<file path="src/rtl/instr_encoder_if.sv">
`default_nettype none
// ============================================================================
// Module   : instr_encoder_if
// Brief    : Field-bundle handshake plus instruction-memory write port
//            between a field source / memory and the instruction encoder.
// Revision : 1.0 - initial release
// ============================================================================
interface instr_encoder_if #(
  parameter int ADDR_W = 4
);
  logic              in_valid;
  logic              in_ready;
  logic [5:0]        in_op;
  logic [5:0]        in_func;
  logic [4:0]        in_rs;
  logic [4:0]        in_rt;
  logic [4:0]        in_rd;
  logic [31:0]       in_valC;
  logic              in_clear;
  logic              wr_en;
  logic [ADDR_W-1:0] wr_addr;
  logic [31:0]       wr_data;
  logic              wr_ack;
  logic [ADDR_W:0]   count;
  logic              full;
  logic              err;
  logic [5:0]        err_op;

  // Source/memory side: drives the field bundle, clear and write acknowledge.
  modport master (
    output in_valid, in_op, in_func, in_rs, in_rt, in_rd, in_valC, in_clear, wr_ack,
    input  in_ready, wr_en, wr_addr, wr_data, count, full, err, err_op
  );

  // Encoder side.
  modport slave (
    input  in_valid, in_op, in_func, in_rs, in_rt, in_rd, in_valC, in_clear, wr_ack,
    output in_ready, wr_en, wr_addr, wr_data, count, full, err, err_op
  );
endinterface
`default_nettype wire

</file>
<file path="src/rtl/instr_encoder.sv">
`default_nettype none
// ============================================================================
// Module   : instr_encoder
// Brief    : Packs decoded MIPS fields into 32-bit words and writes them to
//            consecutive instruction-memory addresses, holding each write
//            until the memory acknowledges it.
// Revision : 1.0 - initial release
// ============================================================================
module instr_encoder #(
  parameter int ADDR_W = 4
) (
  input  wire                    clk,
  input  wire                    rst,
  instr_encoder_if.slave         bus
);

  typedef enum logic [1:0] {
    IDLE  = 2'd0,
    WRITE = 2'd1,
    FULL  = 2'd2
  } state_t;

  localparam logic [ADDR_W:0] FULL_COUNT = {1'b1, {ADDR_W{1'b0}}};
  localparam logic [ADDR_W:0] ONE_COUNT  = {{ADDR_W{1'b0}}, 1'b1};

  state_t            state_q, state_d;
  logic              wr_en_q, wr_en_d;
  logic [ADDR_W-1:0] wr_addr_q, wr_addr_d;
  logic [31:0]       wr_data_q, wr_data_d;
  logic [ADDR_W:0]   count_q, count_d;
  logic              full_q, full_d;
  logic              err_q, err_d;
  logic [5:0]        err_op_q, err_op_d;

  logic              w_is_r, w_is_i, w_is_j;
  logic              w_legal;
  logic [31:0]       w_word;
  logic              w_accept;
  logic [ADDR_W:0]   w_count_inc;

  // Classify the opcode, check the immediate fits, and build the word.
  always_comb begin
    w_is_r = (bus.in_op == 6'b000000);
    w_is_j = (bus.in_op == 6'b000010);
    w_is_i = 1'b0;
    case (bus.in_op)
      6'b100011, 6'b101011, 6'b001000, 6'b001010,
      6'b001100, 6'b001101, 6'b001110: w_is_i = 1'b1;
      default:                         w_is_i = 1'b0;
    endcase
    w_word = {bus.in_op, bus.in_rs, bus.in_rt, bus.in_valC[15:0]};
    if (w_is_r) begin
      w_word = {bus.in_op, bus.in_rs, bus.in_rt, bus.in_rd, 5'b00000, bus.in_func};
    end else if (w_is_j) begin
      w_word = {bus.in_op, bus.in_valC[25:0]};
    end
    w_legal = w_is_r
            | (w_is_i & (bus.in_valC[31:16] == {16{bus.in_valC[15]}}))
            | (w_is_j & (bus.in_valC[31:26] == 6'b000000));
  end

  // Only IDLE takes bundles, and never while a clear is being applied.
  assign bus.in_ready = (state_q == IDLE) & ~bus.in_clear;
  assign w_accept     = bus.in_valid & bus.in_ready;
  assign w_count_inc  = count_q + ONE_COUNT;

  // Next-state and registered-output logic; clear overrides everything.
  always_comb begin
    state_d   = state_q;
    wr_en_d   = wr_en_q;
    wr_addr_d = wr_addr_q;
    wr_data_d = wr_data_q;
    count_d   = count_q;
    full_d    = full_q;
    err_d     = err_q;
    err_op_d  = err_op_q;
    if (bus.in_clear) begin
      // Abandons any pending write even if it is acked this cycle.
      state_d   = IDLE;
      wr_en_d   = 1'b0;
      wr_addr_d = '0;
      count_d   = '0;
      full_d    = 1'b0;
      err_d     = 1'b0;
      err_op_d  = 6'd0;
    end else begin
      case (state_q)
        IDLE: begin
          if (w_accept) begin
            if (w_legal) begin
              wr_data_d = w_word;
              wr_en_d   = 1'b1;
              state_d   = WRITE;
            end else begin
              err_d = 1'b1;
              if (!err_q) err_op_d = bus.in_op;
            end
          end
        end
        WRITE: begin
          if (bus.wr_ack) begin
            wr_en_d   = 1'b0;
            count_d   = w_count_inc;
            // Wraps to 0 when the memory fills; no write is issued there.
            wr_addr_d = w_count_inc[ADDR_W-1:0];
            if (w_count_inc == FULL_COUNT) begin
              state_d = FULL;
              full_d  = 1'b1;
            end else begin
              state_d = IDLE;
            end
          end
        end
        FULL: begin
          state_d = FULL;
        end
        default: begin
          state_d = IDLE;
          wr_en_d = 1'b0;
        end
      endcase
    end
  end

  // State and output registers with asynchronous reset.
  always_ff @(posedge clk or posedge rst) begin
    if (rst) begin
      state_q   <= IDLE;
      wr_en_q   <= 1'b0;
      wr_addr_q <= '0;
      wr_data_q <= 32'd0;
      count_q   <= '0;
      full_q    <= 1'b0;
      err_q     <= 1'b0;
      err_op_q  <= 6'd0;
    end else begin
      state_q   <= state_d;
      wr_en_q   <= wr_en_d;
      wr_addr_q <= wr_addr_d;
      wr_data_q <= wr_data_d;
      count_q   <= count_d;
      full_q    <= full_d;
      err_q     <= err_d;
      err_op_q  <= err_op_d;
    end
  end

  assign bus.wr_en   = wr_en_q;
  assign bus.wr_addr = wr_addr_q;
  assign bus.wr_data = wr_data_q;
  assign bus.count   = count_q;
  assign bus.full    = full_q;
  assign bus.err     = err_q;
  assign bus.err_op  = err_op_q;

endmodule
`default_nettype wire

</file>
<file path="src/flat_wrapper.sv">
// flat-port wrapper written by rule: the top's interface ports become plain ports
module instr_encoder_flat 
#(
  parameter int ADDR_W = 4
)
  (clk, rst, bus_in_valid, bus_in_op, bus_in_func, bus_in_rs, bus_in_rt, bus_in_rd, bus_in_valC, bus_in_clear, bus_wr_ack, bus_in_ready, bus_wr_en, bus_wr_addr, bus_wr_data, bus_count, bus_full, bus_err, bus_err_op);
  instr_encoder_if #(.ADDR_W(ADDR_W)) bus_i ();
  input  wire clk;
  input  wire rst;
  input wire logic [$bits(bus_i.in_valid)-1:0] bus_in_valid;
  input wire logic [$bits(bus_i.in_op)-1:0] bus_in_op;
  input wire logic [$bits(bus_i.in_func)-1:0] bus_in_func;
  input wire logic [$bits(bus_i.in_rs)-1:0] bus_in_rs;
  input wire logic [$bits(bus_i.in_rt)-1:0] bus_in_rt;
  input wire logic [$bits(bus_i.in_rd)-1:0] bus_in_rd;
  input wire logic [$bits(bus_i.in_valC)-1:0] bus_in_valC;
  input wire logic [$bits(bus_i.in_clear)-1:0] bus_in_clear;
  input wire logic [$bits(bus_i.wr_ack)-1:0] bus_wr_ack;
  output wire logic [$bits(bus_i.in_ready)-1:0] bus_in_ready;
  output wire logic [$bits(bus_i.wr_en)-1:0] bus_wr_en;
  output wire logic [$bits(bus_i.wr_addr)-1:0] bus_wr_addr;
  output wire logic [$bits(bus_i.wr_data)-1:0] bus_wr_data;
  output wire logic [$bits(bus_i.count)-1:0] bus_count;
  output wire logic [$bits(bus_i.full)-1:0] bus_full;
  output wire logic [$bits(bus_i.err)-1:0] bus_err;
  output wire logic [$bits(bus_i.err_op)-1:0] bus_err_op;
  assign bus_i.in_valid = bus_in_valid;
  assign bus_i.in_op = bus_in_op;
  assign bus_i.in_func = bus_in_func;
  assign bus_i.in_rs = bus_in_rs;
  assign bus_i.in_rt = bus_in_rt;
  assign bus_i.in_rd = bus_in_rd;
  assign bus_i.in_valC = bus_in_valC;
  assign bus_i.in_clear = bus_in_clear;
  assign bus_i.wr_ack = bus_wr_ack;
  assign bus_in_ready = bus_i.in_ready;
  assign bus_wr_en = bus_i.wr_en;
  assign bus_wr_addr = bus_i.wr_addr;
  assign bus_wr_data = bus_i.wr_data;
  assign bus_count = bus_i.count;
  assign bus_full = bus_i.full;
  assign bus_err = bus_i.err;
  assign bus_err_op = bus_i.err_op;
  instr_encoder #(.ADDR_W(ADDR_W)) u_core (.clk(clk), .rst(rst), .bus(bus_i));
endmodule
</file>
<file path="config.mk">
export PLATFORM = sky130hd
export DESIGN_NAME = instr_encoder_flat
export DESIGN_NICKNAME = d
export VERILOG_FILES = /design/src/rtl/instr_encoder_if.sv /design/src/rtl/instr_encoder.sv /design/src/flat_wrapper.sv
export SDC_FILE = /design/constraint.sdc
export NUM_CORES = 1
export LEC_CHECK = 0
export ABC_AREA = 1
export BUFFER_PORTS_ARGS = -buffer_cell sky130_fd_sc_hd__buf_2
export CAP_MARGIN = 40
export CORE_AREA = 2 2 92 94
export DETAILED_ROUTE_END_ITERATION = 7
export DIE_AREA = 0 0 94 96
export PLACE_DENSITY = 0.61
export SETUP_SLACK_MARGIN = 0.3
export SLEW_MARGIN = 20
export SYNTH_ARGS = -nofsm -noshare
export SYNTH_HDL_FRONTEND = slang
export SYNTH_SLANG_ARGS = --single-unit
</file>
<file path="constraint.sdc">
create_clock -name clk -period 2.1 [get_ports clk]
set_clock_uncertainty 0.15 [all_clocks]
set_input_delay 0.315 -clock clk [delete_from_list [all_inputs] [get_ports clk]]
set_output_delay 0.315 -clock clk [all_outputs]
set_load 0.05 [all_outputs]
</file>
Word-level counts from Yosys, hierarchy flattened:

Index checks and enable logic that the tools add are counted.
Widths: inputs -> output; s select.

* word-level logic and storage cells: 83
* flip-flop bits (word level): 52

* equality and inequality tests: 18
* muxes and demuxes: 33
* add/subtract/negate cells: 1
* reductions and logical operators: 16
* bitwise logic cells: 7

Operators by type and width (count)
* $mux 26: 2
* $eq 6x4->1 const B: 5
* $mux 6: 5
* $eq 16x16->1: 1
* $mux 5: 3
* $mux 1: 13
* $eq 6x6->1 const B: 2
* $logic_not 6->1: 2
* $mux 4: 3
* $reduce_and 4->1: 3
* $mux 2: 5
* $reduce_bool 2->1: 5
* $reduce_and 3->1: 3
* $reduce_or 7->1: 1
* $eq 6x2->1 const B: 1
* $ne 2x2->1 const B: 3
* $ne 3x2->1 const B: 2
* $pmux 2 s3: 1
* $add 5x1->5 const B: 1
* $eq 5x5->1 const B: 1
* $and 1x1->1: 4
* $ne 3x3->1 const B: 1
* $pmux 1 s3: 1
* $eq 2x1->1 const B: 1
* 5 further kinds: 6

Logic depth before layout (Yosys ltp):

Gate-level depths: netlist of run 1.

* depth in word-level cells: 10
* mapped depth: 12
* gate-level depth less buffers: 12

Least setup slack after synthesis of run 1:

Ideal clock, no wire load.

* path kind: register to register
* start point: register u_core.count_q[0], in the netlist u_core.bus.count[0]
* end point: register u_core.state_q[1]
* arrival: 1.704 ns
* cell stages (with the launch flop): 8
* setup time: 0.072 ns
* path slack: 0.174 ns
* clock period less this slack: 1.926 ns
* path buffers: 0
* cells stage by stage: dfrtp_1 ha_1 nand3_1 xor2_1 nor2_1 nor3b_1 o21ai_0 nor2_1

* cells in the longest elaborated chain, start to end: 6

RTL lines
* start: declaration: RTL line instr_encoder.sv:30 `logic [ADDR_W:0] count_q, count_d;`
* start signal: assignment: RTL line instr_encoder.sv:141 `count_q <= count_d;`
* $add 5x1->5: RTL line instr_encoder.sv:65 `assign w_count_inc = count_q + ONE_COUNT;`
* $eq 5x5->1: RTL line instr_encoder.sv:106 `if (w_count_inc == FULL_COUNT) begin`
* $mux 2: RTL line instr_encoder.sv:106
* $mux 2: RTL line instr_encoder.sv:101 `if (bus.wr_ack) begin`
* $pmux 2 s3: RTL line instr_encoder.sv:87 `case (state_q)`
* $mux 2: RTL line instr_encoder.sv:77 `if (bus.in_clear) begin`
* end signal: assignment: RTL line instr_encoder.sv:137 `state_q <= state_d;`
* end: declaration: RTL line instr_encoder.sv:26 `state_t state_q, state_d;`

No other way between the ends. The select of a mux whose other input is x is not followed.
A chain may end at the register's enable or synchronous reset.

Final worst setup path of run 1:

* start point: register u_core.count_q[0], in the netlist u_core.bus.count[0]
* end point: register u_core.full_q, in the netlist u_core.bus.full

* cells in the longest elaborated chain, start to end: 4

RTL lines
* $add 5x1->5: RTL line instr_encoder.sv:65
* $eq 5x5->1: RTL line instr_encoder.sv:106
* $reduce_bool 2->1 (no source line)
* $reduce_and 3->1 (no source line)
* end signal: assignment: RTL line instr_encoder.sv:142 `full_q <= full_d;`
* end: declaration: RTL line instr_encoder.sv:31 `logic full_q, full_d;`

No other way between the ends.

==> impl_metrics.csv, run 1 <==
group,metric,value,unit
place,placed_cell_area,3360,um^2
power,ir_drop_worst_case_vdd,0.231,mV
hold_path,min_path_cells,3,
place,dp.cells,503,
worst_setup_path,crit_buf_inv,0,
sta,timing_worst_slew_pin_value,0.555,ns
power,finalPower,2190,uW
worst_setup_path,worst_ep_arrival_time,1.71,ns
clocking,worst_setup_hold_path_clk_slew,0.09,ns
power,clock_power_share,0.269,
cells_and_area,drive_above_1_share,0.507,
global_route,grt_usage,0.148,
sta,final.setup.tns,0,ns
drt,postRouteAntennaNets,0,
synth,synthCells,293,
drt,routedWlPerCell,12.5,um
clocking,cts_sinks,48,
worst_setup_path,cp_top_family,"flip-flops",
place,dp_hpwl,4880,um
synth,post_synth_num_cell_types,30,
worst_setup_path,rr_endpoint,"u_core.bus.full",
sta,finalHoldViolCount,0,
power,netSwitchingPower,771,uW
floorplanning,core_area,8050,um^2
floorplanning,die_width,94,um
worst_setup_path,timing.critical_path.slowest_cell_delay,0.45,ns
place,place.gp.congestion,0.845,
drt,detailed_routing_iterations_pass_1,4,
sta,finalSetupViolCount,0,
synth,synth-seq-area-share,0.442,
worst_setup_path,crit_top_cell,"nor2_1",
drt,vias_per_cell,4.50,
synth,ys_warn_count,0,
power,net_switching_share_of_the_total_power,0.351,
cells_and_area,non_filler_instance_count_after_layout,513,
power,share_comb_of_total_power,0.263,
floorplanning,dieHeight,96,um
synth,synth.net_count,358,
worst_setup_path,worst_setup_path_start_kind,"register",
global_route,grt_antenna_before_repair,0,
worst_setup_path,worstPathCellList,"ha_1 -> nand3_1 -> xor2_1 -> nor2_1 -> nor3b_2 -> a21oi_1 -> nor2_1",
worst_setup_path,critical_path.endpoint_type,"register",
drt,routed_wirelength,6390,um
hold_path,holdCritStartpoint,"bus_in_valC[7]",
synth,syn_area_per_cell,9.27,um^2
cells_and_area,nNetsFinal,472,
floorplanning,placementRows,33,
run,maxCapViolations,0,
power,power.share.sequential,0.469,
clocking,cts_tree,"done",
drt,drc,0,
hold_path,worstHoldPathType,"input pin to register",
worst_setup_path,setup.reg_to_reg.worst_slack,0.43,ns
clocking,clk_latency,0.30,ns
global_route,grt_pass1_wl,10400,um
drt,route.vias.total,2311,
global_route,pin_count_of_the_biggest_net_entering_global_routing,58,
worst_setup_path,r2r_depth,7,
sta,grt_setup_unrepaired,"true",
place,io_buffers,114,
global_route,vias_in_the_first_global_route,2189,
drt,detail_route.iter0.violations,55,
worst_setup_path,setup.worst_path.class,"register to register",
sta,maxSlewHeadroom,0.629,
sta,maxSlewViolCount,0,
worst_setup_path,rr_startpoint,"u_core.bus.count[0]",
sta,final.period_utilization,0.794,
clocking,htreeDepth,2,
power,cellInternalPower,1420,uW
cells_and_area,num-fill-cells,848,
sta,fmaxAchievable,599,MHz
synth,area_of_the_mapped_netlist,2720,um^2
clocking,cts_buffers,5,
sta,period_needed,1.67,ns
worst_setup_path,critical_path_peak_fanout,6,
floorplanning,num_io_pins,115,
hold_path,worst_hold_path.endpoint,"u_core.bus.wr_data[7]",
worst_setup_path,critical_path_required,2.14,ns
clocking,clockRootBuffer,"clkbuf_8",
cells_and_area,antenna-diode-count,0,
floorplanning,initial_core_utilization,0.337,
power,power_per_cell_area,630,nW/um^2
worst_setup_path,slowest_stage,"dfrtp_2",
power,power.static_leakage,0.00200,uW
global_route,grt-ovfl-total,0,
clocking,cts-root-to-sink-buffers,2,
run_status,status,"finished clean",
floorplanning,fp.dieArea,9020,um^2
cells_and_area,syn2layout_area_growth,28.4,%
cells_and_area,final_area,3490,um^2
synth,yosys_register_bits,48,
-- how the worst max path moves through the flow --
stage                   startpoint                endpoint  slack (ns)  depth (start not counted)
2_1_floorplan    u_core.state_q[1]  u_core.bus.wr_data[15]        0.32                          5
3_3_place_gp       bus_in_valC[28]  u_core.bus.wr_data[22]        0.23                         10
3_5_place_dp       bus_in_valC[28]  u_core.bus.wr_data[22]        0.20                         10
4_1_cts          u_core.state_q[0]            bus_in_ready        0.31                          2
5_1_grt        u_core.bus.count[0]       u_core.state_q[1]        0.28                          7
6_report       u_core.bus.count[0]         u_core.bus.full        0.43                          7
-- synth_stat cells --
cell	count	share of area
a21oi_1	6	0.011
buf_2	1	0.0018
buf_4	4	0.011
buf_6	7	0.029
clkbuf_1	2	0.0028
clkbuf_2	1	0.0018
dfrtp_1	48	0.44
ha_1	1	0.0046
inv_1	20	0.028
inv_2	3	0.0041
mux2i_1	20	0.074
nand2_1	52	0.072
nand2_2	30	0.069
nand2_4	1	0.0041
nand3_1	16	0.029
nand3_4	2	0.013
nand3b_1	1	0.0028
nand4_1	3	0.0069
nand4_2	1	0.0046
nor2_1	26	0.036
nor2_2	1	0.0023
nor2_4	2	0.0083
nor3_1	1	0.0018
nor3_4	2	0.012
nor3b_1	2	0.0055
o21ai_0	4	0.0074
o21ai_2	32	0.10
o31ai_1	1	0.0028
or2_1	1	0.0023
xor2_1	2	0.0065
-- through the flow --
stage               utilization  hold slack (ns)  worst slack [ns]
floorplan                     -            0.309             0.324
global placement          0.418            0.251             0.232
detailed placement        0.418            0.264             0.195
CTS                       0.431            0.101             0.306
global route              0.433            0.100             0.282
finish                    0.433            0.117             0.432
-- power by group through the flow --
stage,clock (uW),sequential (uW),combinational [uW]
CTS,619,1030,583
global route,661,1040,624
finish,590,1030,576
floorplan,0,1270,177
global placement,0,1050,573
detailed placement,0,1050,580
-- worst min-delay path, delay by kind of cell --
family          cells  cell delay [ns]
compound gates      1             0.06
buf+inv             1             0.09
simple gates        1             0.07
-- logic make-up after synthesis --
logic type / Yosys count / synth area share
AO/OA/AOI/OAI: 43 / 0.124
XOR/XNOR: 2 / 0.00645
adder cells (fa/ha/maj): 1 / 0.00461
buffers and inverters: 38 / 0.0783
flip-flops: 48 / 0.442
multiplexers: 20 / 0.0737
AND/OR/NAND/NOR: 141 / 0.270
-- flip-flops by register name, indices dropped and copies added, names as in the netlist --
register	flops
u_core.bus.wr_data	32
u_core.bus.err_op	6
u_core.bus.count	5
u_core.state_q	2
u_core.bus.err	1
u_core.bus.full	1
u_core.bus.wr_en	1
-- placed cells by master, fill, tap and decap left out --
cell type      Yosys  layout
nand2_4            1       1
inv_2              3       4
dfrtp_2            0       2
nand3_1           16      16
nand4_2            1       1
nor3b_1            2       1
a21oi_1            6       6
nand3_4            2       2
inv_1             20      19
or2_1              1       1
clkinvlp_4         0       2
buf_2              1     113
clkbuf_8           0       6
buf_4              4       6
mux2i_1           20      20
nand2_2           30      30
xor2_1             2       2
o21ai_1            0       1
dfrtp_1           48      46
o21ai_2           32      32
nand3b_1           1       1
nor3b_2            0       1
o21ai_0            4       3
nand2_1           52      52
nor3_1             1       1
buf_12             0       2
nor2_4             2       2
dlygate4sd3_1      0       1
nand4_1            3       3
nor3_4             2       2
o31ai_1            1       1
ha_1               1       1
nor2_1            26      26
nor2_2             1       1
-- area by class of cell --
class / instances / area [um^2] / area share
multi-input combinational: 207 / 1310 / 0.375
sequential: 48 / 1200 / 0.345
timing repair buffer: 122 / 661 / 0.190
tap: 105 / 131 / 0.0377
inverter: 23 / 86.3 / 0.0248
clock buffer: 6 / 82.6 / 0.0237
clock inverter: 2 / 15.0 / 0.00431
-- timing repair --
item	in CTS	in global routing
gates cloned	0	0
endpoints found under the hold margin	24	0
pin swaps	1	1
buffers inserted	0	1
setup endpoints to repair	1	3
resized for setup	1	2
hold buffers	1	0
-- layer usage --
metal	vias to the layer above	routed length, um	GRT usage
li1	1177	-	-
met1	1058	2970	0.200
met4	0	89	0.0471
met5	-	0	0
met2	69	3010	0.242
met3	7	316	0.0258
Note: power is estimated with default switching activity, not from simulation.
==> run 2, diff against run 1 <==
clock period = 1.7 ns   (was 2.1 ns; I/O delays follow)
==> impl_metrics.csv, run 2 (synthesis gave the netlist of run 1 again) <==
group,metric,value,unit
sta,fmaxAchievable,636,MHz
global_route,grt_antenna_before_repair,0,
cells_and_area,most_frequent_cells_in_the_layout,"buf_2, nand2_1, dfrtp_1, o21ai_2, nand2_2",
sta,final.period_utilization,0.925,
sta,finalHoldViolCount,0,
floorplanning,placementRows,33,
sta,grt_setup_unrepaired,"true",
worst_setup_path,critical_path_required,1.73,ns
clocking,clockRootBuffer,"clkbuf_8",
cells_and_area,multi_input_area,1380,um^2
worst_setup_path,critical_path.endpoint_type,"register",
sta,maxSlewViolCount,0,
sta,finalSetupViolCount,0,
drt,routedWlPerCell,12.7,um
hold_path,worstHoldPathType,"input pin to register",
clocking,cts_tree,"done",
drt,route.vias.total,2411,
worst_setup_path,worstPathCellList,"nor3_4 -> buf_4 -> nand3_4 -> buf_12 -> nand2_1 -> o21ai_2",
worst_setup_path,slowest_stage,"dfrtp_1",
global_route,grt_usage,0.151,
place,dpl_worst_slack,-0.0935,ns
drt,detail_route.iter0.violations,63,
worst_setup_path,critical_path_peak_fanout,18,
floorplanning,initial_core_utilization,0.337,
drt,detailed_routing_iterations_pass_1,4,
clocking,clk_latency,0.30,ns
worst_setup_path,worst_setup_path_start_kind,"register",
floorplanning,fp.dieArea,9020,um^2
clocking,cts_buffers,5,
worst_setup_path,timing.critical_path.slowest_cell_delay,0.43,ns
sta,post-route-worst-setup-slack,0.128,ns
sta,maxSlewHeadroom,0.659,
drt,vias_per_cell,4.53,
place,io_buffers,114,
place,place.gp.congestion,0.825,
cells_and_area,sequential_cell_area,1210,um^2
cells_and_area,syn2layout_area_growth,41.5,%
run_status,status,"finished clean",
floorplanning,num_io_pins,115,
clocking,htreeDepth,2,
worst_setup_path,setup.worst_path.class,"register to register",
drt,routed_wirelength,6780,um
cells_and_area,drive_above_1_share,0.557,
sta,timing_worst_slew_pin_value,0.511,ns
power,ir_drop_worst_case_vdd,0.438,mV
worst_setup_path,worst_ep_arrival_time,1.61,ns
sta,final.setup.tns,0,ns
clocking,cts_sinks,48,
cells_and_area,non_filler_instance_count_after_layout,532,
power,power.static_leakage,0.00214,uW
global_route,vias_in_the_first_global_route,2304,
global_route,grt_pass1_wl,10700,um
clocking,worst_setup_hold_path_clk_slew,0.09,ns
cells_and_area,nNetsFinal,491,
sta,period_needed,1.57,ns
cells_and_area,final_area,3840,um^2
cells_and_area,num-fill-cells,775,
clocking,cts-root-to-sink-buffers,2,
place,dp_hpwl,5030,um
floorplanning,die_width,94,um
cells_and_area,number_of_flip_flops_in_the_largest_register,32,
global_route,grt-ovfl-total,0,
floorplanning,core_area,8050,um^2
cells_and_area,antenna-diode-count,0,
drt,postRouteAntennaNets,0,
place,dp.cells,513,
cells_and_area,mostFrequentLayoutCell,"buf_2",
cells_and_area,utilization,0.477,
run,maxCapViolations,0,
global_route,pin_count_of_the_biggest_net_entering_global_routing,22,
power,power_per_cell_area,713,nW/um^2
drt,drc,0,
floorplanning,dieHeight,96,um
place,placed_cell_area,3490,um^2
[run 2: worst paths after layout]
path                                              from                     end  slack, ns  depth (start not counted)
worst max register to register       u_core.state_q[0]  u_core.bus.wr_data[19]       0.13                          6
worst min register to register  u_core.bus.wr_data[30]  u_core.bus.wr_data[30]       0.32                          2
max in group asynchronous                          rst  u_core.bus.wr_data[20]       0.52                          4
worst min-delay path                    bus_in_valC[8]   u_core.bus.wr_data[8]       0.06                          3
min in group asynchronous                          rst   u_core.bus.wr_data[0]       0.39                          3
worst max-delay path                 u_core.state_q[0]  u_core.bus.wr_data[19]       0.13                          6
[run 2: cell type report]
type,instances,area share
inverter,23,0.0235
sequential,48,0.314
tap,105,0.0342
clock buffer,7,0.0225
multi-input combinational,207,0.360
clock inverter,1,0.00195
timing repair buffer,141,0.244
[run 2: through the flow]
stage | hold slack [ns] | total power, uW
floorplan | 0.135 | 1790
global placement | 0.169 | 2020
detailed placement | 0.177 | 2030
CTS | 0.0450 | 2770
global route | 0.0428 | 2880
finish | 0.0566 | 2740
[run 2: worst max-delay path, delay by kind of cell (launching register included)]
kind                   cells  cell delay [ns]
and+or+nand+nor            3             0.46
buffers and inverters      2             0.36
DFF                        1             0.43
AOI/OAI and AO/OA          1             0.05
[run 2: routing by layer]
layer,part of all wire,track usage,wire (um)
met5,0,0,0
met2,0.48,0.263,3280
met4,0.010,0.0374,68
met3,0.060,0.0282,408
met1,0.45,0.194,3020
[run 2: report_power, final]
group / switching [uW] / internal (uW)
clock: 382 / 331
sequential: 50.4 / 1220
combinational: 515 / 244
total: 947 / 1790
[run 2: repair_timing]
item,CTS,global route
hold buffers,1,0
setup endpoints to repair,52,61
cloned,1,0
pin swaps,6,1
resized for setup,26,25
endpoints found under the hold margin,19,0
setup buffers,7,2
==> run 3, diff against run 2 <==
CORE_AREA = 2 2 79 81   (was 2 2 92 94)
DIE_AREA = 0 0 81 83   (was 0 0 94 96)
PLACE_DENSITY = 0.79   (was 0.61)
RECOVER_POWER = 100   (was not set)
SETUP_SLACK_MARGIN = 0.02   (was 0.3)
==> impl_metrics.csv, run 3 (synthesis gave the netlist of run 1 again) <==
group,metric,value,unit
cells_and_area,nNetsFinal,486,
power,power.static_leakage,0.00194,uW
clocking,worst_setup_hold_path_clk_slew,0.10,ns
sta,fmaxAchievable,618,MHz
drt,top_signal_layer_used,"met4",
global_route,pin_count_of_the_biggest_net_entering_global_routing,49,
power,ir_drop_worst_case_vdd,0.532,mV
clocking,cts_sinks,48,
drt,routedWlPerCell,13.0,um
drt,route.vias.total,2401,
hold_path,worstHoldPathType,"input pin to register",
global_route,vias_in_the_first_global_route,2410,
sta,finalSetupViolCount,0,
drt,drc,0,
worst_setup_path,critical_path_peak_fanout,4,
cells_and_area,syn2layout_area_growth,28.2,%
floorplanning,dieHeight,83,um
sta,timing_worst_slew_pin_value,0.658,ns
global_route,grt_antenna_before_repair,0,
cells_and_area,antenna-diode-count,0,
run,maxCapViolations,0,
clocking,cts_tree,"done",
sta,finalHoldViolCount,0,
sta,maxSlewViolCount,0,
cells_and_area,utilization,0.599,
floorplanning,initial_core_utilization,0.467,
floorplanning,num_io_pins,115,
floorplanning,placementRows,28,
drt,postRouteAntennaNets,0,
worst_setup_path,critical_path.endpoint_type,"output pin",
worst_setup_path,critical_path_required,1.29,ns
run_status,status,"finished clean",
drt,detailed_routing_iterations_pass_1,4,
sta,grt_setup_unrepaired,"false",
place,dp_hpwl,5090,um
drt,wl_met1,2580,um
floorplanning,die_width,81,um
worst_setup_path,worst_setup_path_start_kind,"register",
sta,maxSlewHeadroom,0.561,
place,io_buffers,114,
sta,final.period_utilization,0.952,
place,dp.cells,487,
clocking,cts_buffers,5,
place,place.gp.congestion,0.860,
global_route,grt_pass1_wl,10500,um
drt,routed_wirelength,6470,um
sta,final.hold.worst_slack,0.0574,ns
drt,detail_route.iter0.violations,75,
cells_and_area,drive_above_1_share,0.417,
cells_and_area,most_frequent_cells_in_the_layout,"nand2_1, buf_2, dfrtp_1, o21ai_2, clkbuf_2",
global_route,grt_usage,0.197,
power,power_per_cell_area,810,nW/um^2
floorplanning,core_area,5820,um^2
cells_and_area,non_filler_instance_count_after_layout,497,
drt,vias_per_cell,4.83,
worst_setup_path,setup.worst_path.class,"register to output pin",
drt,met3_length,318,um
drt,wl_met2,3460,um
floorplanning,fp.dieArea,6720,um^2
cells_and_area,mostFrequentLayoutCell,"nand2_1",
sta,final.setup.tns,0,ns
clocking,htreeDepth,2,
global_route,grt-ovfl-total,0,
power,finalPower,2820,uW
clocking,clk_latency,0.30,ns
clocking,clockRootBuffer,"clkbuf_8",
worst_setup_path,worst_ep_arrival_time,1.21,ns
clocking,cts-root-to-sink-buffers,2,
sta,period_needed,1.62,ns
cells_and_area,number_of_flip_flops_in_the_largest_register,32,
-- run 3: cell count changes in the layout (fill, tap and decap cells not counted), sizes merged --
cell | previous run | this run
bufinv | 0 | 1
inv | 22 | 23
buf | 135 | 80
clkinvlp | 2 | 1
clkbuf | 12 | 60
clkinv | 0 | 1
-- run 3: layout make-up --
cell class | count | area (um^2)
Tap cell | 75 | 93.8
Clock inverter | 3 | 46.3
Inverter | 23 | 86.3
Timing Repair Buffer | 136 | 723
Clock buffer | 5 | 68.8
Sequential cell | 48 | 1200
Fill cell | 547 | 2330
Multi-Input combinational cell | 207 | 1260
-- run 3: what timing repair did --
item	4_1_cts	5_1_grt
gates cloned	0	0
hold buffers	1	0
pin swaps	1	0
buffers inserted	1	0
gates resized for setup	1	3
endpoints found under the setup margin	1	6
hold endpoints to repair	48	0
-- run 3: report_power, final --
group | total [uW] | internal, uW | switching (uW) | leakage (uW)
combinational | 706 | 200 | 506 | 0.00124
sequential | 1270 | 1220 | 49.7 | 0.000649
clock | 844 | 443 | 401 | 0.0000548
-- run 3: path summary, 6_finish.rpt --
| check | from | to | slack (ns) | depth (start not counted) |
|---|---|---|---|---|
| worst max register to register | u_core.state_q[1] | u_core.bus.wr_data[11] | 0.11 | 6 |
| min in group asynchronous | rst | u_core.bus.wr_data[1] | 0.56 | 4 |
| worst max-delay path | u_core.state_q[1] | bus_in_ready | 0.08 | 2 |
| max in group asynchronous | rst | u_core.bus.count[0] | 0.38 | 4 |
| worst min-delay path | bus_in_valC[9] | u_core.bus.wr_data[9] | 0.06 | 3 |
| worst min register to register | u_core.bus.wr_data[30] | u_core.bus.wr_data[30] | 0.33 | 2 |
-- run 3: metrics by stage --
stage                     instance area (um^2)  setup WS (ns)
after detailed placement                  3460        -0.0755
final                                     3480         0.0809
after CTS                                 3600          0.105
after floorplan                           2740        -0.0762
after global routing                      3480         0.0193
after global placement                    3460       -0.00137
-- run 3: worst max-delay path, cell delays in order, from the launching register on --
cell	delay, ns
dfrtp_1	0.45
nor3_4	0.21
clkbuf_4	0.25
-- run 3: routing by layer --
layer  vias to the layer above  track usage
li1                       1202            -
met1                      1120        0.224
met2                        68        0.364
met3                        11       0.0359
met4                         0       0.0570
met5                         -            0
